## src/rtl/morse_char_decoder.sv

```systemverilog
// morse_char_decoder
//   Walks a snapshot of the stored Morse sequences from oldest (highest slot)
//   to newest (slot 0). Each non-empty sequence is decoded to ASCII and
//   offered downstream over a valid/ready handshake. Empty slots are skipped.
//   Undecodable sequences produce UNKNOWN_CHAR and raise a sticky error flag.
//
// Ports
//   clk         system clock
//   reset       synchronous reset, active-high
//   start       one-cycle request to decode the current seqs_in (IDLE only)
//   seqs_in     NUM_SLOTS packed sequences, slot k = seqs_in[SEQ_W*k +: SEQ_W]
//   char_out    decoded ASCII character
//   char_valid  char_out valid, held until accepted
//   char_ready  downstream accept
//   busy        walk in progress
//   done        one-cycle pulse when the walk completes
//   char_count  characters emitted in the current/last walk
//   error       sticky invalid/unmapped flag since the last start
module morse_char_decoder #(
  parameter int          NUM_SLOTS    = 16,
  parameter int          SEQ_W        = 10,
  parameter logic [7:0]  UNKNOWN_CHAR = 8'h3F
) (
  input  logic                               clk,
  input  logic                               reset,
  input  logic                               start,
  input  logic [NUM_SLOTS*SEQ_W-1:0]         seqs_in,
  output logic [7:0]                         char_out,
  output logic                               char_valid,
  input  logic                               char_ready,
  output logic                               busy,
  output logic                               done,
  output logic [$clog2(NUM_SLOTS+1)-1:0]     char_count,
  output logic                               error
);

  localparam int IDX_W   = $clog2(NUM_SLOTS);
  localparam int CNT_W   = $clog2(NUM_SLOTS+1);
  localparam int NUM_SYM = SEQ_W / 2;

  typedef enum logic [1:0] {S_IDLE, S_SCAN, S_EMIT, S_DONE} state_t;

  state_t                     state_q;
  state_t                     state_d;
  logic [NUM_SLOTS*SEQ_W-1:0] snap_q;
  logic [IDX_W-1:0]           idx_q;
  logic [SEQ_W-1:0]           cur_seq;
  logic                       cur_empty;
  logic                       last_slot;
  logic                       accept;
  logic [7:0]                 dec_char;
  logic                       dec_err;

  // Returns {err, char}. Symbols are packed into pat with the first symbol
  // ending up as the most significant of the len used bits (dot=0, dash=1),
  // so {len, pat} uniquely identifies a Morse pattern.
  function automatic logic [8:0] decode_seq(input logic [SEQ_W-1:0] seq);
    logic [2:0] len;
    logic [4:0] pat;
    logic       bad;
    logic       stop;
    logic       hit;
    logic [1:0] sym;
    logic [7:0] ch;
    len  = '0;
    pat  = '0;
    bad  = 1'b0;
    stop = 1'b0;
    for (int i = 0; i < NUM_SYM; i++) begin
      sym = seq[SEQ_W-1-2*i -: 2];
      if (!stop) begin
        if (sym == 2'b11) begin
          stop = 1'b1;
        end else if (sym == 2'b10) begin
          bad  = 1'b1;
          stop = 1'b1;
        end else begin
          pat = {pat[3:0], sym[0]};
          len = len + 3'd1;
        end
      end
    end
    hit = 1'b1;
    ch  = UNKNOWN_CHAR;
    case ({len, pat})
      8'b001_00000: ch = 8'h45; // E
      8'b001_00001: ch = 8'h54; // T
      8'b010_00001: ch = 8'h41; // A
      8'b010_00000: ch = 8'h49; // I
      8'b010_00011: ch = 8'h4D; // M
      8'b010_00010: ch = 8'h4E; // N
      8'b011_00000: ch = 8'h53; // S
      8'b011_00001: ch = 8'h55; // U
      8'b011_00010: ch = 8'h52; // R
      8'b011_00011: ch = 8'h57; // W
      8'b011_00100: ch = 8'h44; // D
      8'b011_00101: ch = 8'h4B; // K
      8'b011_00110: ch = 8'h47; // G
      8'b011_00111: ch = 8'h4F; // O
      8'b100_00000: ch = 8'h48; // H
      8'b100_00001: ch = 8'h56; // V
      8'b100_00010: ch = 8'h46; // F
      8'b100_00100: ch = 8'h4C; // L
      8'b100_00110: ch = 8'h50; // P
      8'b100_00111: ch = 8'h4A; // J
      8'b100_01000: ch = 8'h42; // B
      8'b100_01001: ch = 8'h58; // X
      8'b100_01010: ch = 8'h43; // C
      8'b100_01011: ch = 8'h59; // Y
      8'b100_01100: ch = 8'h5A; // Z
      8'b100_01101: ch = 8'h51; // Q
      8'b101_00000: ch = 8'h35; // 5
      8'b101_00001: ch = 8'h34; // 4
      8'b101_00011: ch = 8'h33; // 3
      8'b101_00111: ch = 8'h32; // 2
      8'b101_01111: ch = 8'h31; // 1
      8'b101_10000: ch = 8'h36; // 6
      8'b101_11000: ch = 8'h37; // 7
      8'b101_11100: ch = 8'h38; // 8
      8'b101_11110: ch = 8'h39; // 9
      8'b101_11111: ch = 8'h30; // 0
      default:      hit = 1'b0;
    endcase
    if (bad || !hit) begin
      return {1'b1, UNKNOWN_CHAR};
    end
    return {1'b0, ch};
  endfunction

  always_comb begin
    cur_seq   = snap_q[idx_q*SEQ_W +: SEQ_W];
    cur_empty = (cur_seq[SEQ_W-1 -: 2] == 2'b11);
    last_slot = (idx_q == '0);
    accept    = char_valid && char_ready;
    {dec_err, dec_char} = decode_seq(cur_seq);
  end

  // State register
  always_ff @(posedge clk) begin
    if (reset) begin
      state_q <= S_IDLE;
    end else begin
      state_q <= state_d;
    end
  end

  // Next-state logic
  always_comb begin
    state_d = state_q;
    case (state_q)
      S_IDLE: if (start) state_d = S_SCAN;
      S_SCAN: begin
        if (!cur_empty)     state_d = S_EMIT;
        else if (last_slot) state_d = S_DONE;
      end
      S_EMIT: begin
        if (accept) state_d = last_slot ? S_DONE : S_SCAN;
      end
      S_DONE:  state_d = S_IDLE;
      default: state_d = S_IDLE;
    endcase
  end

  // Output logic
  always_comb begin
    busy = (state_q == S_SCAN) || (state_q == S_EMIT);
    done = (state_q == S_DONE);
  end

  // Walk datapath: snapshot, slot index, emitted character and counters
  always_ff @(posedge clk) begin
    if (reset) begin
      snap_q     <= '1;
      idx_q      <= '0;
      char_out   <= '0;
      char_valid <= 1'b0;
      char_count <= '0;
      error      <= 1'b0;
    end else begin
      case (state_q)
        S_IDLE: begin
          if (start) begin
            snap_q     <= seqs_in;
            idx_q      <= IDX_W'(NUM_SLOTS-1);
            char_count <= '0;
            error      <= 1'b0;
          end
        end
        S_SCAN: begin
          if (cur_empty) begin
            if (!last_slot) idx_q <= idx_q - IDX_W'(1);
          end else begin
            char_out   <= dec_char;
            char_valid <= 1'b1;
            if (dec_err) error <= 1'b1;
          end
        end
        S_EMIT: begin
          if (accept) begin
            char_valid <= 1'b0;
            char_count <= char_count + CNT_W'(1);
            if (!last_slot) idx_q <= idx_q - IDX_W'(1);
          end
        end
        default: ;
      endcase
    end
  end

endmodule

```

## config.mk

```make
export PLATFORM = sky130hd
export DESIGN_NAME = morse_char_decoder
export DESIGN_NICKNAME = d
export VERILOG_FILES = /design/src/rtl/morse_char_decoder.sv
export SDC_FILE = /design/constraint.sdc
export NUM_CORES = 1
export LEC_CHECK = 0
export ABC_CLOCK_PERIOD_IN_PS = 6650
export CORE_MARGIN = 4
export CORE_UTILIZATION = 64
export DETAILED_ROUTE_END_ITERATION = 7
export DONT_BUFFER_PORTS = 1
export PLACE_DENSITY = 0.77
export SYNTH_ARGS = -nofsm -noshare
export SYNTH_HDL_FRONTEND = slang
export SYNTH_SLANG_ARGS = --single-unit
```

## constraint.sdc

```tcl
create_clock -name clk -period 6.65 [get_ports clk]
set_clock_uncertainty 0.05 [all_clocks]
set_input_delay 1.33 -clock clk [delete_from_list [all_inputs] [get_ports clk]]
set_output_delay 1.33 -clock clk [all_outputs]
set_load 0.005 [all_outputs]
```

Word-level counts from Yosys, hierarchy flattened

Index checks and enable logic that the tools add are counted.

$mul: 1
Add/sub/neg operators: 6
Bitwise gates (word level): 1
Equal/unequal tests: 55
Shifts and indexed selects: 1
Muxes and demuxes: 78
Reductions and logical operators: 18

Operators with widths:

| operator                                                           | number |
|---|---|
| 7-bit one-hot mux with 36 select lines                             | 1 |
| 8-bit == test, second input constant                               | 22 |
| 160-bit by 9-bit indexed part select with 10-bit output            | 1 |
| 8-bit by 7-bit == test with 1-bit output, second input constant    | 12 |
| 5-bit two-way mux                                                  | 14 |
| 3-bit two-way mux                                                  | 12 |
| 36-bit OR reduction                                                | 1 |
| 1-bit two-way mux                                                  | 35 |
| 2-bit == test, second input constant                               | 12 |
| 9-bit two-way mux                                                  | 2 |
| 8-bit by 6-bit == test with 1-bit output, second input constant    | 2 |
| 4-bit two-way mux                                                  | 4 |
| 3-bit by 1-bit adder with 3-bit output, second input constant      | 4 |
| 4-bit one-hot mux with 3 select lines                              | 1 |
| 2-bit two-way mux                                                  | 5 |
| 2-bit != test, second input constant                               | 5 |
| 5-bit one-hot mux with 2 select lines                              | 1 |
| 3-bit AND reduction                                                | 3 |
| 2-bit one-hot mux with 4 select lines                              | 1 |
| 4-bit AND reduction                                                | 2 |
| 4-bit by 3-bit multiplier with 7-bit output, second input constant | 1 |
| 2-bit nonzero test                                                 | 3 |
| 5-bit by 1-bit adder with 5-bit output, second input constant      | 1 |
| 4-bit logical NOT                                                  | 1 |
| 11 further kinds                                                   | 14 |

Bits of input ports: 164
Register bits: 181

Longest topological paths before layout

Depth after elaboration: 31
Mapped depth: 29

Worst setup path after synthesis

No wires, ideal clock.

Path kind: register to register
Start: register idx_q[0]
End: register error
Stages on the path, launching flop included: 29
Path buffers: 4
Period minus slack after synthesis: 5429 ps
Arrival time: 5275 ps
Slack: 1221 ps
Cell sequence: dfxtp_1 -> buf_6 -> buf_8 -> buf_12 -> buf_12 -> mux4_2 -> nand2_1 -> nand4_1 -> nor2_1 -> inv_1 -> ha_1 -> nor3_1 -> a21oi_1 -> nor2_1 -> ha_1 -> nor2_1 -> nor2_1 -> ha_1 -> nand2_1 -> a21oi_1 -> a211oi_1 -> o211ai_1 -> nor2b_1 -> xnor2_1 -> nor3_1 -> a311oi_2 -> nand4_1 -> a2111o_1 -> a2111oi_2

Cells in the longest elaborated chain, start to end: 30

Ends and longest elaborated chain:

| item                                                      | RTL line | text |
|---|---|---|
| start, declared                                           | 46       | `logic [IDX_W-1:0] idx_q;` |
| start signal, assigned                                    | 184      | `idx_q <= IDX_W'(NUM_SLOTS-1);` |
| start signal, assigned                                    | 191      | `if (!last_slot) idx_q <= idx_q - IDX_W'(1);` |
| start signal, assigned                                    | 202      | `if (!last_slot) idx_q <= idx_q - IDX_W'(1);` |
| 4-bit by 3-bit multiplier with 7-bit output *             | 131      | `cur_seq = snap_q[idx_q*SEQ_W +: SEQ_W];` |
| 160-bit by 9-bit indexed part select with 10-bit output * | 131      |  |
| 2-bit == test                                             | 74       | `end else if (sym == 2'b10) begin` |
| 1-bit two-way mux                                         | 74       |  |
| 1-bit two-way mux                                         | 72       | `if (sym == 2'b11) begin` |
| 3-bit by 1-bit adder with 3-bit output                    | 79       | `len = len + 3'd1;` |
| 3-bit two-way mux                                         | 74       |  |
| 3-bit two-way mux                                         | 72       |  |
| [14 not listed]                                           | -        |  |
| 36-bit OR reduction (no source line)                      | -        |  |
| 1-bit two-way mux                                         | 85       | `case ({len, pat})` |
| 1-bit logical NOT                                         | 124      | `if (bad \|\| !hit) begin` |
| 1-bit logical OR                                          | 124      |  |
| 1-bit two-way mux                                         | 124      |  |
| 9-bit two-way mux                                         | 127      | `return {1'b0, ch};` |
| 2-bit != test (no source line)                            | -        |  |
| 4-bit AND reduction (no source line) *                    | -        |  |
| end signal, assigned                                      | 178      | `error <= 1'b0;` |
| end signal, assigned                                      | 186      | `error <= 1'b0;` |
| end signal, assigned                                      | 195      | `if (dec_err) error <= 1'b1;` |
| end, declared                                             | 34       | `output logic error` |

Every way passes the cells marked *; elsewhere a longest branch is shown, timed or not.
A chain may end at the register's enable or synchronous reset.

Worst setup path after layout

Ends and elaborated chain as after synthesis.

==> impl_results.md <==
- Status: complete, no violations
- Worst hold start: snap_q[66]
- Worst Hold End: snap_q[66]
- Initial antenna violation count: 1
- CP endpoint kind: flop
- Max Slew Vio Count: 0
- Worst reg2reg setup slack: around 0.54 ns
- Synth async-reset ratio: 0%
- Vias in the first global route: roughly 7.7k
- H-tree levels: 4
- Sequential share of the synthesized area: ~37%
- Hold WC Path Type: reg2reg
- Gate count of the mapped netlist: 998
- Post-layout util: about 69%
- Area of the multi-input gates: 5480 um^2
- Initial Utilization: roughly 66%
- Pleak: 4.22 nW
- Final ANT Viol Nets: 0
- Final WS setup: around 0.54 ns
- Total Routing Usage GR: 32.8%
- Num ports: about 180
- Mean area per synthesized cell: between 9 and 10 um^2
- Hold_buf cts: 0
- Final Wtd Congestion: roughly 0.92
- Number of buffers created by CTS: 17
- Largest net degree at the start of global routing: roughly 180
- Place WS: between 0.3 and 0.4 ns
- GRT overflow: 0
- P&R area growth vs syn: 4.13%
- Via count: approximately 8.1k
- Clk_lat worst skew: about 0.44 ns
- Worst-path clk slew: about 0.080 ns
- Core footprint: around 15000 um^2
- Power per standard cell area: roughly 540 nW/um^2
- DRT iter0 DRCs: around 1.1k
- Clock Path Buffers: 2
- RR Startpoint: idx_q[0]
- Clock root cell: clkbuf_16
- Endpoints failing hold: 0
- WL final: between 20000 and 30000 um
- Max Clock Freq: 164 MHz
- Hold Crit Depth: 1
- Synthesized area: 9660 um^2
- Filler cell count: 1067
- Die Span X: 131 um
- Clock period minus worst slack: slightly above 6 ns
- Wire length per cell: between 20 and 30 um
- Largest fanout on the critical path: 22
- # setup viols final: 0
- Post-synth EDFFs: 0
- PostCTS Resize Cnt: 0
- Router iterations before antenna repair: 6
- CTS tree: yes
- RR Endpoint: error
- Die Ht: between 100 and 150 um
- Unique masters post-synth: 85
- Slew HR: 12.6%
- Post-CTS setup buffer count: 0
- Flops & latches, synth: 180
- Placed cell areas: around 9400 um^2
- Peak supply drop: 0.321 mV
- Design area: between 10000 and 15000 um^2
- RSZ-0062 raised after global routing: false
- Layout cells sized above 1: between 10% and 20%
- Setup CP Type: reg2reg
- Detailed-route DRC error count: 0
- Post-Syn Nets: around 1.2k
- Site row count: 44
- Worst Reg-to-Reg Cells: 24
- Die Area: ~17000 um^2
- Global-route wire length before repair: 43200 um
- Clk sinks: 180
- Total of max-cap violations: 0
- Synthesis warning total: 0
- # nets final: ~1.1k
- Routed vias/inst: a little over 7
- Total power: ~0.0055 W
- Fin crit share: between 90% and 100%
- Startpoint Class: flop
- FF+latch area: 3610 um^2
- Slew @ Worst Pin: 1.31 ns
- Ys flop type: dfxtp_1
- Critical Path RT: 6.94 ns
- Post-detail-place hpwl: between 15000 and 20000 um
- Setup TNS: 0 ns
- PortBufs: 0
- Critical Path AT: 6.40 ns
[placed cells by master (no fill, tap or decap), drive strengths merged, types with 21 or more instances in the layout]
| cell type | count |
|---|---|
| dfxtp | 180 |
| and3 | 163 |
| a211o | 162 |
| nor2 | 51 |
| nand2 | 43 |
| mux4 | 35 |
| a21oi | 26 |
| nand3 | 25 |
| nor3 | 21 |
| inv | 21 |
[per-stage QoR]
step / cells / hold slack (ns)
3_5_place_dp: 1088 / 0.396
4_1_cts: 1120 / 0.412
5_1_grt: 1121 / 0.424
6_report: 1121 / 0.415
3_3_place_gp: 1088 / 0.387
2_1_floorplan: 998 / 0.377
[power by group]
part	switching [W]	internal, W
clock network	0.000498	0.000554
registers	0.000277	0.00138
logic	0.00166	0.00109
[sequential cells by signal, indices dropped and copies added (netlist names)]
name / count
char_out: 7
idx_q: 4
snap_q: 160
char_valid: 1
error: 1
state_q: 2
char_count: 5
[critical path: stages (launching register included)]
cell	delay (ns)
dfxtp_4	0.60
buf_4	0.27
mux4_2	0.52
nand3_1	0.17
nand4_4	0.21
inv_2	0.17
ha_1	0.31
nor3_1	0.21
a21oi_1	0.06
nor2_1	0.12
ha_1	0.26
nor2_1	0.11
nor2_1	0.05
ha_1	0.31
nand2_1	0.06
a21oi_1	0.15
a211oi_1	0.08
o211ai_1	0.40
nor2b_1	0.40
xnor2_1	0.17
nor3_1	0.09
a311oi_2	0.29
nand4_1	0.15
a2111o_1	0.49
a2111oi_2	0.31
[cells by family (layout without fill, tap and decap cells)]
| group | after synthesis | in the layout | synth area share, % |
|---|---|---|---|
| fa+ha+maj | 9 | 9 | 1.17 |
| xor+xnor | 4 | 4 | 0.363 |
| mux | 49 | 49 | 9.92 |
| flops | 180 | 180 | 37.3 |
| buf+inv | 117 | 55 | 6.19 |
| compound gates | 281 | 281 | 23.6 |
| simple gates | 357 | 357 | 21.4 |
| other cells | 1 | 2 | 0.0388 |
[cell usage after synthesis, types with 4 or more instances]
cell type / number / area [um^2]
dfxtp_1: 180 / 3600
a211o_1: 162 / 1420
and3_1: 162 / 1010
clkbuf_1: 77 / 289
nor2_1: 50 / 188
nand2_1: 42 / 158
mux4_2: 26 / 586
a21oi_1: 25 / 125
nand3_1: 23 / 115
nor3_1: 17 / 85.1
mux2i_1: 13 / 130
a211oi_1: 12 / 90.1
inv_1: 12 / 45.0
ha_1: 9 / 113
o21ai_0: 9 / 45.0
a22oi_1: 8 / 60.1
a31oi_1: 8 / 50.1
buf_2: 8 / 40.0
nand4_1: 8 / 50.1
o211ai_1: 8 / 60.1
a311oi_1: 7 / 61.3
and2_1: 6 / 37.5
buf_6: 6 / 67.6
nand2b_1: 6 / 37.5
nor2b_1: 6 / 37.5
a21o_1: 5 / 37.5
buf_4: 5 / 37.5
mux4_1: 5 / 131
mux4_4: 4 / 100
o21a_1: 4 / 30.0
o22ai_1: 4 / 25.0
or3_1: 4 / 25.0
[layer usage]
layer / wire (um) / GRT usage, % / vias to the layer above / part of all wire, %
met1: 11600 / 44.6 / 3938 / 41
met3: 2300 / 6.14 / 62 / 8.1
met5: 0 / 0 / - / 0
met4: 852 / 11.2 / 0 / 3.0
li1: - / - / 3703 / -
met2: 13600 / 53.0 / 436 / 48
[worst max-delay path by stage]
stage / start / to / slack, ns / cells past startpoint
3_3_place_gp: idx_q[0] / error / 0.53 / 24
2_1_floorplan: idx_q[0] / error / 1.22 / 28
5_1_grt: idx_q[0] / error / 0.11 / 24
6_report: idx_q[0] / error / 0.54 / 24
3_5_place_dp: idx_q[0] / error / 0.37 / 24
4_1_cts: idx_q[0] / error / 0.33 / 24
[cell type report]
| type | instances | share of cell area, % |
|---|---|---|
| clock inverter | 14 | 1.79 |
| antenna | 1 | 0.0249 |
| timing repair buffer | 9 | 0.672 |
| inverter | 14 | 0.523 |
| clock buffer | 18 | 4.37 |
| multi-input combinational | 701 | 54.4 |
| sequential | 180 | 35.9 |
| tap | 184 | 2.29 |
Power figures use the tool's default switching activity.
